File: src/rtl/jk_meter_pkg.sv
`default_nettype none
// ============================================================================
// Module   : jk_meter_pkg
// Purpose  : Shared types and default widths for the JK toggle meter.
//            - jk_meter_state_t : measurement FSM states (IDLE/RUN/HOLD)
//            - JK_CNT_W         : default transition-counter width
//            - JK_WIN_W         : default window-length width
// Revision : 1.0 - initial release
// ============================================================================
package jk_meter_pkg;

  localparam int JK_CNT_W = 8;
  localparam int JK_WIN_W = 8;

  typedef enum logic [1:0] {
    IDLE = 2'd0,
    RUN  = 2'd1,
    HOLD = 2'd2
  } jk_meter_state_t;

endpackage : jk_meter_pkg
`default_nettype wire

File: src/rtl/jk_edge_det.sv
`default_nettype none
// ============================================================================
// Module   : jk_edge_det
// Purpose  : Edge detector for the observed JK flop output. Keeps a one-cycle
//            delayed copy (q_d) that updates every cycle and flags 0->1 and
//            1->0 transitions combinationally.
// Macro    : JK_TOGGLE_SYNC_EN - when defined, q_in first passes through a
//            2-flop synchronizer (reset to 0), delaying edges by 2 cycles.
// Ports    : clk  in  - clock, rising edge
//            rst  in  - synchronous active-high reset
//            q_in in  - JK flop output (nstate)
//            rise out - q & ~q_d in the current cycle
//            fall out - ~q & q_d in the current cycle
// Revision : 1.0 - initial release
// ============================================================================
module jk_edge_det (
  input  logic clk,
  input  logic rst,
  input  logic q_in,
  output logic rise,
  output logic fall
);

  logic q_obs;
  logic q_d;

`ifdef JK_TOGGLE_SYNC_EN
  logic [1:0] sync;

  always_ff @(posedge clk) begin
    if (rst) begin
      sync <= 2'b00;
    end else begin
      sync <= {sync[0], q_in};
    end
  end

  assign q_obs = sync[1];
`else
  assign q_obs = q_in;
`endif

  always_ff @(posedge clk) begin
    if (rst) begin
      q_d <= 1'b0;
    end else begin
      q_d <= q_obs;
    end
  end

  assign rise = q_obs & ~q_d;
  assign fall = ~q_obs & q_d;

endmodule : jk_edge_det
`default_nettype wire

File: src/rtl/jk_toggle_meter.sv
`default_nettype none
// ============================================================================
// Module   : jk_toggle_meter
// Purpose  : Counts rising and falling transitions of the JK flop output over
//            a programmable window, then presents the counts on a valid/ready
//            result handshake.
// Macro    : JK_TOGGLE_SYNC_EN - enables the input synchronizer in jk_edge_det.
// Params   : CNT_W - transition counter width, WIN_W - window length width
// Ports    : clk, rst (sync, active-high)
//            q_in      in  - JK flop output
//            start     in  - begin measurement (IDLE only)
//            win_len   in  - window length, sampled on accepted start
//            busy      out - measurement in RUN or HOLD
//            res_valid out - result available (HOLD)
//            res_ready in  - consumer accepts result
//            rise_cnt  out - 0->1 transitions in window (saturating)
//            fall_cnt  out - 1->0 transitions in window (saturating)
//            ovf       out - a counter saturated during the window
// Revision : 1.0 - initial release
// ============================================================================
module jk_toggle_meter
  import jk_meter_pkg::*;
#(
  parameter int CNT_W = JK_CNT_W,
  parameter int WIN_W = JK_WIN_W
) (
  input  logic             clk,
  input  logic             rst,
  input  logic             q_in,
  input  logic             start,
  input  logic [WIN_W-1:0] win_len,
  output logic             busy,
  output logic             res_valid,
  input  logic             res_ready,
  output logic [CNT_W-1:0] rise_cnt,
  output logic [CNT_W-1:0] fall_cnt,
  output logic             ovf
);

  localparam logic [CNT_W-1:0] CNT_MAX = '1;
  localparam logic [WIN_W-1:0] WIN_ONE = WIN_W'(1);

  jk_meter_state_t state;
  jk_meter_state_t state_next;

  logic [WIN_W-1:0] win_cnt;
  logic             rise;
  logic             fall;

  jk_edge_det u_edge_det (
    .clk  (clk),
    .rst  (rst),
    .q_in (q_in),
    .rise (rise),
    .fall (fall)
  );

  always_ff @(posedge clk) begin
    if (rst) begin
      state <= IDLE;
    end else begin
      state <= state_next;
    end
  end

  always_comb begin
    state_next = state;
    case (state)
      IDLE: begin
        if (start) begin
          state_next = (win_len == '0) ? HOLD : RUN;
        end
      end
      RUN: begin
        // The cycle with win_cnt == 1 is still counted; HOLD follows it.
        if (win_cnt == WIN_ONE) begin
          state_next = HOLD;
        end
      end
      HOLD: begin
        if (res_ready) begin
          state_next = IDLE;
        end
      end
      default: state_next = IDLE;
    endcase
  end

  // Counts and ovf are cleared only on an accepted start (or reset) so that
  // the last result stays readable in IDLE.
  always_ff @(posedge clk) begin
    if (rst) begin
      win_cnt  <= '0;
      rise_cnt <= '0;
      fall_cnt <= '0;
      ovf      <= 1'b0;
    end else begin
      case (state)
        IDLE: begin
          if (start) begin
            win_cnt  <= win_len;
            rise_cnt <= '0;
            fall_cnt <= '0;
            ovf      <= 1'b0;
          end
        end
        RUN: begin
          win_cnt <= win_cnt - WIN_ONE;
          if (rise) begin
            if (rise_cnt == CNT_MAX) begin
              ovf <= 1'b1;
            end else begin
              rise_cnt <= rise_cnt + 1'b1;
            end
          end
          if (fall) begin
            if (fall_cnt == CNT_MAX) begin
              ovf <= 1'b1;
            end else begin
              fall_cnt <= fall_cnt + 1'b1;
            end
          end
        end
        default: begin
        end
      endcase
    end
  end

  assign busy      = (state != IDLE);
  assign res_valid = (state == HOLD);

endmodule : jk_toggle_meter
`default_nettype wire

File: config.mk
export PLATFORM = sky130hd
export DESIGN_NAME = jk_toggle_meter
export DESIGN_NICKNAME = d
export VERILOG_FILES = /design/src/rtl/jk_meter_pkg.sv /design/src/rtl/jk_edge_det.sv /design/src/rtl/jk_toggle_meter.sv
export SDC_FILE = /design/constraint.sdc
export NUM_CORES = 1
export LEC_CHECK = 0
export BUFFER_PORTS_ARGS = -buffer_cell sky130_fd_sc_hd__clkbuf_2
export CAP_MARGIN = 15
export CORE_UTILIZATION = 58
export DETAILED_ROUTE_END_ITERATION = 7
export PLACE_DENSITY_LB_ADDON = 0.15
export SYNTH_ARGS = -nofsm -noshare
export SYNTH_HDL_FRONTEND = slang
export SYNTH_SLANG_ARGS = --single-unit
File: constraint.sdc
create_clock -name clk -period 2.8 [get_ports clk]
set_input_delay 0.84 -clock clk [delete_from_list [all_inputs] [get_ports clk]]
set_output_delay 0.84 -clock clk [all_outputs]
set_load 0.005 [all_outputs]
---- Yosys cells after proc, flatten, opt, wreduce, memory -nomap -nowiden ----
Cells that the tools add are included.
word-level totals
  register bits after elaboration ......... 28
  latch bits .............................. 0
  memory bits (writable) .................. 0
  bits in read-only memories .............. 0
  bits of input ports ..................... 13
  output and inout port bits .............. 19
  word-level logic and storage cells ...... 53
  memories ................................ 0
operators by class
  add/sub/neg operators ................... 3
  $mul .................................... 0
  divide/modulo/power cells ............... 0
  order comparisons ....................... 0
  equality and inequality tests ........... 12
  shifts and indexed selects .............. 0
  multiplexer cells ....................... 20
  bitwise logic cells ..................... 4
  reductions and logical operators ........ 8
operator list
  cell                                                                    number
  8-bit two-way mux                                                       6
  8-bit case mux with 2 select lines                                      3
  8-bit by 1-bit adder with 8-bit output (second input constant)          2
  8-bit equality test (second input constant)                             2
  2-bit != test (second input constant)                                   6
  8-bit by 1-bit equality test with 1-bit output (second input constant)  1
  8-bit zero test                                                         1
  2-bit two-way mux                                                       4
  4-bit AND reduction                                                     2
  8-bit by 1-bit subtractor with 8-bit output (second input constant)     1
  2-bit case mux with 3 select lines                                      1
  1-bit two-way mux                                                       5
  2-bit nonzero test                                                      2
  3-bit AND reduction                                                     1
  1-bit AND                                                               2
  2-bit by 1-bit equality test with 1-bit output (second input constant)  1
  2-bit equality test (second input constant)                             1
  2-bit zero test                                                         1
  2-bit by 1-bit != test with 1-bit output (second input constant)        1
  1-bit inverter                                                          2
  1-bit case mux with 2 select lines                                      1
  2-bit AND reduction                                                     1

---- Logic depth before layout (Yosys ltp) ----
  depth in word-level cells ............... 6
  gate-level depth with buffers ........... 7
  mapped depth without buffers ............ 6

---- Hierarchy ----
From an unflattened synthesis, not the netlist that was laid out.
unflattened totals
  cells, all modules ...................... 194
  area, all modules ....................... 1605.3 µm²
modules (own cells, without submodules)
  module           times used  cells each  area each (µm²)  seq. area each (µm²)
  jk_toggle_meter  1           190         1566.5           540.5
  jk_edge_det      1           4           38.8             20.0

---- Least setup slack after synthesis ----
Ideal clock, no wire load.
  path type ............................... input-to-reg
  start point ............................. input port q_in
  end point ............................... register fall_cnt[6]
  setup time .............................. 0.066 ns
  data arrival time ....................... 1.863 ns
  data required time ...................... 2.734 ns
  path slack .............................. 0.871 ns
  cell stages on the path ................. 5
  buffers on the path ..................... 1
  cells stage by stage .................... nor2b_1 > o221ai_4 > buf_6 > or3_4 > a21oi_2
between the ends
  longest elaborated chain between the ends .. 4
RTL lines
  item                                  line                    text
  start: declaration                    jk_toggle_meter.sv:29   input logic q_in,
  1-bit inverter                        jk_edge_det.sv:52       assign fall = ~q_obs & q_d;
  1-bit AND                             jk_edge_det.sv:52
  2-bit != test (no source line)        --
  4-bit AND reduction (no source line)  --
  end signal: assignment                jk_toggle_meter.sv:120  fall_cnt <= fall_cnt + 1'b1;
  end: declaration                      jk_toggle_meter.sv:36   output logic [CNT_W-1:0] fall_cnt,
Every way passes these cells.
A chain may end at the register's enable or synchronous reset.

---- Worst setup path after layout ----
  start point ............................. register state[0]
  end point ............................... output port busy
between the ends
  longest elaborated chain between the ends .. 1
RTL lines
  item                      line                    text
  start: declaration        jk_toggle_meter.sv:43   jk_meter_state_t state;
  start signal: assignment  jk_toggle_meter.sv:62   state <= state_next;
  2-bit nonzero test        jk_toggle_meter.sv:130  assign busy = (state != IDLE);
  end: declaration          jk_toggle_meter.sv:32   output logic busy,
Every way passes these cells.

==> results.py <==
metrics = {
    "timing": {
        "setup_violations": 0,
        "clock_skew_ns": 0.008475,
        "worst_slew_pin_slew_ns": 0.5554,
        "grt_setup_unrepaired": "false",
        "hold_violations": 0,
        "hold_ws_ns": 0.4975,
        "slew_headroom_pct": 62.97,
        "finalCritPeriodShare_pct": 74.60,
        "report.final.slew_viol_count": 0,
        "tns_ns": 0,
        "period_minus_slack_ns": 2.089,
        "fmax_mhz": 478.8,
    },
    "synthesis": {
        "synth.avg_cell_area_um2": 8.372,
        "synth-xor-area-share_pct": 0,
        "yosys.area.top_type": "dfxtp_1",
        "synth_area_um2": 1599,
        "ys_seq_area_share_pct": 35.05,
        "synthCells": 191,
        "synth_compound_area_share_pct": 25.12,
        "synth_nets": 208,
        "synthDistinctLibCells": 46,
        "synth_edf_count": 0,
        "ys_async_sr_fraction_pct": 0,
        "synth_top_family_by_area": "simple AND/OR/NAND/NOR gates",
        "synth_warnings": 0,
        "synth-simple-area-share_pct": 28.09,
        "synth_top_area_share_pct": 35.05,
        "ys_seq_elements": 28,
        "synth_flop_cell": "dfxtp_1",
        "synth_fa_ha_area_share_pct": 3.130,
        "muxShareOfSynthArea_pct": 0.7042,
        "synthTopCellsByArea": "dfxtp_1 35%, a21oi_1 7.2%, o21ai_0 3.8%",
    },
    "worst_setup_path": {
        "worstPathArrival_ns": 1.25,
        "r2r-start": "state[0]",
        "crit_type": "reg2out",
        "r2r_end": "rise_cnt[5]",
        "crit_start": "state[0]",
        "start_kind": "flip-flop",
        "reg2reg_slack_ns": 1.02,
        "cp_max_fo": 10,
        "end_kind": "output pin",
        "reg2reg_depth": 4,
        "required_ns": 1.96,
    },
    "die": {
        "initial_core_util_pct": 62.83,
        "die_x_um": 54.51,
        "core_area_um2": 2545,
        "die_h_um": 54.51,
        "ios": 32,
        "dieArea_um2": 2971,
        "rows": 18,
    },
    "clocking": {
        "hold_buffers": 0,
        "cts_made_buffers": 3,
        "clockBufferDepth": 2,
        "clkLatencyLatePin_ns": 0.33,
        "cts.sinks": 28,
        "h-tree-depth": 1,
        "postCtsResizedCells": 0,
        "post-cts-setup-buffer-count": 0,
        "clkTransAtPathRegs_ns": 0.15,
        "cts-root-buf": "clkbuf_4",
        "cts_tree": "built",
    },
    "cells_and_area": {
        "finalNetCount": 234,
        "area_growth_pct": 10.25,
        "final_common_cell": "clkbuf_2",
        "layout_common_cells": "31 x clkbuf_2, 28 x dfxtp_1, 23 x a21oi_1, 14 x nand2_1",
        "final_layout_size_suffix_gt1_share_pct": 21.30,
        "final_util_pct": 69.27,
        "fillers": 217,
        "fin_area_um2": 1763,
        "antenna_cells_inserted": 0,
    },
    "global_route": {
        "first_global_vias": 1327,
        "antenna_found_initial": 0,
        "grt_max_degree": 19,
        "grtUsageTotal_pct": 26.89,
        "grt_pass1_wl_mm": 5.782,
        "gr-total-overflow": 0,
    },
    "outcome": {
        "status": "finished clean",
    },
    "run": {
        "maxCapViolCount": 0,
    },
    "drt": {
        "drt_iter0_markers": 39,
        "finalWirelength_mm": 3.478,
        "drc_errors": 0,
        "drt.antenna.violating_nets": 0,
        "drt-pass1-iter-count": 4,
        "avgRoutedWirePerCell_um": 14.14,
        "detailroute.via_count": 1513,
        "via_per_inst": 6.150,
    },
    "placed_design": {
        "gp_congestion": 0.9141,
        "portBuffers": 31,
        "hpwl_mm": 2.457,
        "placed_area_um2": 1710,
    },
    "hold_path": {
        "worstHoldStart": "ovf",
        "hp-class": "reg2reg",
        "hold_depth": 2,
        "hold_end": "ovf",
    },
    "power": {
        "finalPower_mw": 0.8896,
        "irDropWorstVdd_mv": 0.4061,
        "p_leak_nw": 0.6530,
        "power.density_nw_per_um2": 504.6,
    },
}
## report_power, final
| part | internal (mW) | leakage (nW) | total [mW] | switching, mW |
|---|---|---|---|---|
| combinational | 0.0696 | 0.397 | 0.177 | 0.107 |
| sequential | 0.419 | 0.228 | 0.446 | 0.0270 |
| clock | 0.145 | 0.0279 | 0.267 | 0.122 |
## state kept, by name, indices dropped and copies added, names as in the netlist
name and count:
fall_cnt 8, state 2, u_edge_det.q_d 1, win_cnt 8, ovf 1, rise_cnt 8
## synth_stat cells (3+ instances only)
library cell  count
clkbuf_1          4
nor4_1            7
or3_1             9
nand3_1          10
or4_1             3
inv_1            12
nor2b_1           3
a21oi_2           3
dfxtp_1          28
nand2_1          14
o31ai_1           5
buf_6             3
a21oi_1          23
nand2b_1          3
nand4_1           5
o21ai_0          12
nor2_1            9
ha_1              4
## routing by layer
metal	wire (um)	track usage, %	vias to the layer above
met3	171	5.833	5
li1	-	-	764
met5	0	0	-
met4	28	9.402	0
met2	1607	41.67	46
met1	1671	36.47	698
## worst max-delay path, cell delays in order (launching register included)
cell,delay (ns)
dfxtp_1,0.44
or2_2,0.36
clkbuf_2,0.12
## per-stage QoR
stage / instances / setup slack (ns)
2_1_floorplan: 191 / 0.8714
3_3_place_gp: 242 / 0.6294
3_5_place_dp: 242 / 0.5916
4_1_cts: 246 / 0.7122
5_1_grt: 246 / 0.6492
6_report: 246 / 0.7113
## cell families (layout without fill, tap and decap cells)
group,Yosys count,in the layout
AOI/OAI and AO/OA,58,58
adders and majority gates,4,4
buffers and inverters,22,47
DFF,28,28
muxes,1,1
and+or+nand+nor,78,78
## worst max path at each step
stage	endpoint	cells after the start	slack (ns)
after floorplan	fall_cnt[6]	5	0.87
after global placement	fall_cnt[5]	5	0.63
after detailed placement	rise_cnt[7]	4	0.59
after CTS	busy	2	0.71
after global routing	busy	2	0.65
final	busy	2	0.71
## layout make-up
cell class,count,area [um2],share of cell area [%]
Clock inverter,1,30.03,1.703
Sequential cell,28,560.5,31.80
Tap cell,30,37.54,2.129
Timing Repair Buffer,31,155.1,8.801
Multi-Input combinational cell,141,912.1,51.74
Inverter,12,45.04,2.555
Clock buffer,3,22.52,1.278
No activity file was read; power rests on OpenSTA's default activity.
